[src/rtl/zca_pkg.sv]
// Shared definitions for the time-shared zero-count engine: FSM encoding,
// default sizes and the width-derivation helpers used by every module.
package zca_pkg;

  typedef enum logic [1:0] {
    ST_IDLE  = 2'd0,
    ST_COUNT = 2'd1,
    ST_DONE  = 2'd2
  } zca_state_e;

  localparam int ZCA_DEF_N_REQ  = 4;
  localparam int ZCA_DEF_DATA_W = 8;

  // Requester index width; a single-bit index is kept even for degenerate sizes.
  function automatic int zca_id_w(input int n_req);
    return (n_req > 1) ? $clog2(n_req) : 1;
  endfunction

  // Result width must hold DATA_W itself (the all-zeros word).
  function automatic int zca_cnt_w(input int data_w);
    return $clog2(data_w + 1);
  endfunction

  function automatic int zca_idx_w(input int data_w);
    return (data_w > 1) ? $clog2(data_w) : 1;
  endfunction

endpackage

[src/rtl/zcount_serial.sv]
// Serial zero counter: a shift register examined LSB first, one bit per
// enabled clock, with a bit index and a running zero accumulator.
module zcount_serial
  import zca_pkg::*;
#(
  parameter  int DATA_W = ZCA_DEF_DATA_W,
  localparam int CNT_W  = zca_cnt_w(DATA_W)
) (
  input  logic              clk,
  input  logic              rst_n,
  input  logic              load,
  input  logic              en,
  input  logic [DATA_W-1:0] data_in,
  output logic              last_bit,
  output logic [CNT_W-1:0]  zero_cnt_next
);

  localparam int IDX_W = zca_idx_w(DATA_W);

  logic [DATA_W-1:0] sr_q, sr_d;
  logic [IDX_W-1:0]  bit_idx_q, bit_idx_d;
  logic [CNT_W-1:0]  zero_cnt_q, zero_cnt_d;

  // The next count already includes the bit under examination, so the
  // owner can capture the final total on the same edge as the last bit.
  assign zero_cnt_next = zero_cnt_q + CNT_W'(~sr_q[0]);
  assign last_bit      = (bit_idx_q == IDX_W'(DATA_W - 1));

  always_comb begin
    sr_d       = sr_q;
    bit_idx_d  = bit_idx_q;
    zero_cnt_d = zero_cnt_q;
    if (load) begin
      sr_d       = data_in;
      bit_idx_d  = '0;
      zero_cnt_d = '0;
    end else if (en) begin
      sr_d       = sr_q >> 1;
      bit_idx_d  = bit_idx_q + IDX_W'(1);
      zero_cnt_d = zero_cnt_next;
    end
  end

  always_ff @(posedge clk or negedge rst_n) begin
    if (!rst_n) begin
      sr_q       <= '0;
      bit_idx_q  <= '0;
      zero_cnt_q <= '0;
    end else begin
      sr_q       <= sr_d;
      bit_idx_q  <= bit_idx_d;
      zero_cnt_q <= zero_cnt_d;
    end
  end

endmodule

[src/rtl/zcount_arbiter.sv]
// Arbitrated, time-shared zero counter. Fixed priority (lowest index) by
// default; define ZCA_ROUND_ROBIN_EN for round-robin arbitration.
module zcount_arbiter
  import zca_pkg::*;
#(
  parameter  int N_REQ  = ZCA_DEF_N_REQ,
  parameter  int DATA_W = ZCA_DEF_DATA_W,
  localparam int ID_W   = zca_id_w(N_REQ),
  localparam int CNT_W  = zca_cnt_w(DATA_W)
) (
  input  logic                    clk,
  input  logic                    rst_n,
  input  logic [N_REQ-1:0]        req,
  input  logic [N_REQ*DATA_W-1:0] req_data,
  output logic [N_REQ-1:0]        gnt,
  output logic                    busy,
  output logic                    done_valid,
  output logic [ID_W-1:0]         done_id,
  output logic [CNT_W-1:0]        done_count
);

  zca_state_e        state_q, state_d;
  logic [N_REQ-1:0]  gnt_q, gnt_d;
  logic              busy_q, busy_d;
  logic              done_valid_q, done_valid_d;
  logic [ID_W-1:0]   done_id_q, done_id_d;
  logic [CNT_W-1:0]  done_count_q, done_count_d;

  logic              win_found;
  logic [ID_W-1:0]   win_idx;
  logic [DATA_W-1:0] sel_data;
  logic              load;
  logic              en;
  logic              last_bit;
  logic [CNT_W-1:0]  zero_cnt_next;

`ifdef ZCA_ROUND_ROBIN_EN
  logic [ID_W-1:0]   rr_ptr_q, rr_ptr_d;
  logic [ID_W-1:0]   cand;

  // Search begins one past the last winner so every requester gets a turn.
  always_comb begin
    win_found = 1'b0;
    win_idx   = '0;
    cand      = '0;
    for (int i = 0; i < N_REQ; i++) begin
      cand = ID_W'((int'(rr_ptr_q) + 1 + i) % N_REQ);
      if (!win_found && req[cand]) begin
        win_found = 1'b1;
        win_idx   = cand;
      end
    end
  end
`else
  always_comb begin
    win_found = 1'b0;
    win_idx   = '0;
    for (int i = N_REQ - 1; i >= 0; i--) begin
      if (req[i]) begin
        win_found = 1'b1;
        win_idx   = ID_W'(i);
      end
    end
  end
`endif

  assign sel_data = req_data[int'(win_idx)*DATA_W +: DATA_W];

  always_comb begin
    state_d      = state_q;
    gnt_d        = '0;
    done_valid_d = 1'b0;
    done_id_d    = done_id_q;
    done_count_d = done_count_q;
    load         = 1'b0;
    en           = 1'b0;
`ifdef ZCA_ROUND_ROBIN_EN
    rr_ptr_d     = rr_ptr_q;
`endif
    unique case (state_q)
      ST_IDLE: begin
        if (win_found) begin
          load      = 1'b1;
          state_d   = ST_COUNT;
          gnt_d     = N_REQ'(1) << win_idx;
          done_id_d = win_idx;
`ifdef ZCA_ROUND_ROBIN_EN
          rr_ptr_d  = win_idx;
`endif
        end
      end
      ST_COUNT: begin
        en = 1'b1;
        if (last_bit) begin
          state_d      = ST_DONE;
          done_valid_d = 1'b1;
          done_count_d = zero_cnt_next;
        end
      end
      ST_DONE: state_d = ST_IDLE;
      default: state_d = ST_IDLE;
    endcase
    busy_d = (state_d != ST_IDLE);
  end

  always_ff @(posedge clk or negedge rst_n) begin
    if (!rst_n) begin
      state_q      <= ST_IDLE;
      gnt_q        <= '0;
      busy_q       <= 1'b0;
      done_valid_q <= 1'b0;
      done_id_q    <= '0;
      done_count_q <= '0;
`ifdef ZCA_ROUND_ROBIN_EN
      rr_ptr_q     <= ID_W'(N_REQ - 1);
`endif
    end else begin
      state_q      <= state_d;
      gnt_q        <= gnt_d;
      busy_q       <= busy_d;
      done_valid_q <= done_valid_d;
      done_id_q    <= done_id_d;
      done_count_q <= done_count_d;
`ifdef ZCA_ROUND_ROBIN_EN
      rr_ptr_q     <= rr_ptr_d;
`endif
    end
  end

  zcount_serial #(
    .DATA_W (DATA_W)
  ) u_serial (
    .clk           (clk),
    .rst_n         (rst_n),
    .load          (load),
    .en            (en),
    .data_in       (sel_data),
    .last_bit      (last_bit),
    .zero_cnt_next (zero_cnt_next)
  );

  assign gnt        = gnt_q;
  assign busy       = busy_q;
  assign done_valid = done_valid_q;
  assign done_id    = done_id_q;
  assign done_count = done_count_q;

endmodule

[config.mk]
export PLATFORM = sky130hd
export DESIGN_NAME = zcount_arbiter
export DESIGN_NICKNAME = d
export VERILOG_FILES = /design/src/rtl/zca_pkg.sv /design/src/rtl/zcount_serial.sv /design/src/rtl/zcount_arbiter.sv
export SDC_FILE = /design/constraint.sdc
export NUM_CORES = 1
export LEC_CHECK = 0
export CAP_MARGIN = 20
export CORE_AREA = 2 2 67 76
export DETAILED_ROUTE_END_ITERATION = 7
export DIE_AREA = 0 0 69 78
export GPL_TIMING_DRIVEN = 0
export HOLD_SLACK_MARGIN = 0.15
export SLEW_MARGIN = 20
export SYNTH_ARGS = -nofsm -noshare
export SYNTH_HDL_FRONTEND = slang
export SYNTH_SLANG_ARGS = --single-unit
[constraint.sdc]
create_clock -name clk -period 1.5 [get_ports clk]
set_input_delay 0.45 -clock clk [delete_from_list [all_inputs] [get_ports clk]]
set_output_delay 0.45 -clock clk [all_outputs]
set_load 0.02 [all_outputs]
==> summary.md, run 1 <==
| Metric | Value |
|---|---|
| Core footprint | 0.004554 mm2 |
| # H-tree levels | 2 |
| Final core utilization | 48.93% |
| Syn Inst Count | 163 |
| Initial Util | 34.29% |
| Iter 0 DRT Violations | 61 |
| # fillers | 472 |
| Fin cells | 276 |
| Yosys cell types | 31 |
| Post-synthesis sequential area ratio | 46.47% |
| IO Count | 50 |
| Leakage | 0.9570 nW |
| CP Data Arrival Time | 1.00 ns |
| Worst-Skew Late Latency | 0.28 ns |
| Critical path endpoint category | output port |
| Fraction of layout cells with a size suffix above 1 | 12.73% |
| DRT Pass-1 Iters | 4 |
| Synth Warn # | 0 |
| Most frequent cells in the layout | 32 x clkdlybuf4s50_1, 29 x dfrtp_1, 17 x a21oi_1 |
| Slowest stage cell, crit path | dfrtp_1 |
| Placed insts | 267 |
| Chip width | 69 um |
| DPL Wire Length | 2.890 mm |
| CTS Buf Count | 5 |
| First-pass GRT wire length | 6.375 mm |
| Num rows | 26 |
| Fmax | 688.6 MHz |
| Number of flops mapped to enable cells by yosys | 0 |
| Synth Cell Area | 0.001561 mm2 |
| Critical setup path kind | register to output port |
| Via density | 5.123 |
| Number of synthesized register bits | 29 |
| Post-place setup slack | -0.7518 ns |
| Drt total wl | 3.786 mm |
| Status | finished, final reports clean |
| Worst Path Required | 1.05 ns |
| Main synth FF type | dfrtp_1 |
| Type of origin of the critical path | register |
| Final setup margin | 0.04786 ns |
| Hold-fix buffers at CTS | 0 |
| Routed Antenna Nets | 0 |
| Min-delay worst type | input port to async pin |
| Final number of setup-violating endpoints | 0 |
| Nets | 262 |
| Hold Fails Final Rpt | 0 |
| Commonest non-fill, non-tap cell in the layout | clkdlybuf4s50_1 |
| Wire per inst | 13.72 um |
| RSZ-0062 raised after global routing | no |
| Crit path buf inv count | 1 |
| CP Cell Sequence | dlygate4sd2_1 |
| Delay-heaviest family, CP | flip-flops |
| Overflow after GRT | 0 |
| CTS tree | built |
| GRT Total Usage | 14.97% |
| Highest net fanout along the worst path | 3 |
| Max-cap viol count | 0 |
| Max IR drop VDD | 0.5298 mV |
| CP max stage delay | 0.40 ns |
| GPL Wtd Cong | 0.7499 |
| Rel. slew slack | 58.11% |
| Worst slew pin tran | 0.6283 ns |
| Max Buffers Root-to-Sink | 2 |
| Max-slew violations | 0 |
| DIE AREA | 0.005382 mm2 |
| Synth async-reset ratio | 100.0% |
| Reg clk slew, reported paths | 0.06 ns |
| Synthesized area per cell | 9.580 um2 |
| DIE HEIGHT | 78 um |
| PortBufs | 48 |
| Inserted Diodes | 0 |
| Final Skew | 0.003451 ns |
| TritonCTS Sinks | 29 |
| Via count | 1414 |
| PwrDens | 1525 mW/mm2 |
| Period utilization | 96.81% |
| # DRC | 0 |
| Synth-to-layout area growth | 42.71% |
| Design Power | 3.397 mW |
| Tmin final | 1.452 ns |
| Largest net degree at the start of global routing | 30 |
| Vias in the first global route | 1425 |
| Clock root cell | clkbuf_8 |
| Antenna violations before repair | 0 |
| Post-synth net total | 205 |
## metal layers
metal  vias to the layer above  routed length (um)  track usage, %
li1                        710                   -               -
met1                       642                1591           17.10
met2                        57                1844           25.48
met3                         5                 292           4.935
met4                         0                  57           6.471
met5                         -                   0               0
## path summary, 6_finish.rpt
path                                  startpoint                to  slack, ns  cells past startpoint
min reg2reg                        done_count[1]     done_count[1]       0.47                      2
max                                   done_id[0]        done_id[0]       0.05                      1
min                                        rst_n        done_valid       0.19                      1
max in group asynchronous                  rst_n  u_serial.sr_q[0]       0.90                      1
min in group clk                   done_count[1]     done_count[1]       0.47                      2
max reg2reg                u_serial.bit_idx_q[0]     done_count[0]       0.07                      4
## final cells by class
class / instances / area [um2] / share of cell area [%]
multi-input combinational: 117 / 780.7 / 35.04
buffer: 10 / 62.56 / 2.807
timing repair buffer: 50 / 476.7 / 21.39
tap: 56 / 70.07 / 3.144
inverter: 7 / 26.28 / 1.179
sequential: 29 / 725.7 / 32.57
clock buffer: 7 / 86.33 / 3.874
## registers in the layout (all words and copies together) (netlist names)
name and count:
gnt 4, u_serial.sr_q 8, done_valid 1, busy 1, done_count 4, done_id 2, u_serial.zero_cnt_q 4, u_serial.bit_idx_q 3
state_q 2
## per-stage QoR
stage	cell area [um2]	setup TNS, ns	hold slack, ns
global route	2228	0	0.2438
finish	2228	0	0.1886
CTS	2196	0	0.2102
detailed placement	2107	-14.33	0.4692
global placement	2112	-28.67	0.4591
floorplan	1562	-0.1885	0.1544
## cell families (layout without fill, tap and decap cells)
kind of cell	count (synthesis)	count (layout)	synth area share, %
multiplexers	1	1	0.7211
flip-flops	29	29	46.47
AO/OA/AOI/OAI	55	55	22.68
buffers and inverters	17	74	5.208
XOR/XNOR	2	2	1.122
adder cells (fa/ha/maj)	4	4	3.205
AND/OR/NAND/NOR	55	55	20.59
## timing repair
item / 4_1_cts / 5_1_grt
gates resized for setup: 28 / 13
cloned: 1 / 0
setup endpoints to repair: 35 / 6
pin swaps: 2 / 2
setup buffers: 1 / 0
## where the power goes
group | leakage [nW] | internal [mW] | switching (mW)
registers | 0.367 | 1.09 | 0.185
logic | 0.546 | 0.706 | 0.781
clock network | 0.0443 | 0.363 | 0.271
## synth_stat cells (2+ instances only)
cell / number / area (um2)
xnor2_1: 2 / 17.52
dfrtp_1: 29 / 725.7
nand3b_1: 14 / 105.1
nor2_1: 7 / 26.28
a32oi_1: 8 / 70.07
nand2_1: 15 / 56.30
nor3_1: 2 / 10.01
buf_6: 2 / 22.52
a211oi_1: 7 / 52.55
a21oi_1: 18 / 90.09
clkbuf_1: 6 / 22.52
inv_1: 7 / 26.28
nand2b_1: 8 / 50.05
a22o_1: 3 / 26.28
o21ai_0: 15 / 75.07
buf_2: 2 / 10.01
ha_1: 4 / 50.05
Note: power is estimated with default switching activity, not from simulation.
==> run 2, diff against run 1 <==
--- a/config.mk
+++ b/config.mk
@@ -5,6 +5,7 @@
 export SDC_FILE = /design/constraint.sdc
 export NUM_CORES = 1
 export LEC_CHECK = 0
+export ABC_AREA = 0
 export CAP_MARGIN = 20
 export CORE_AREA = 2 2 67 76
 export DETAILED_ROUTE_END_ITERATION = 7
==> results of run 2 <==
The final DEF is identical to that of run 1; final timing and power are the same.
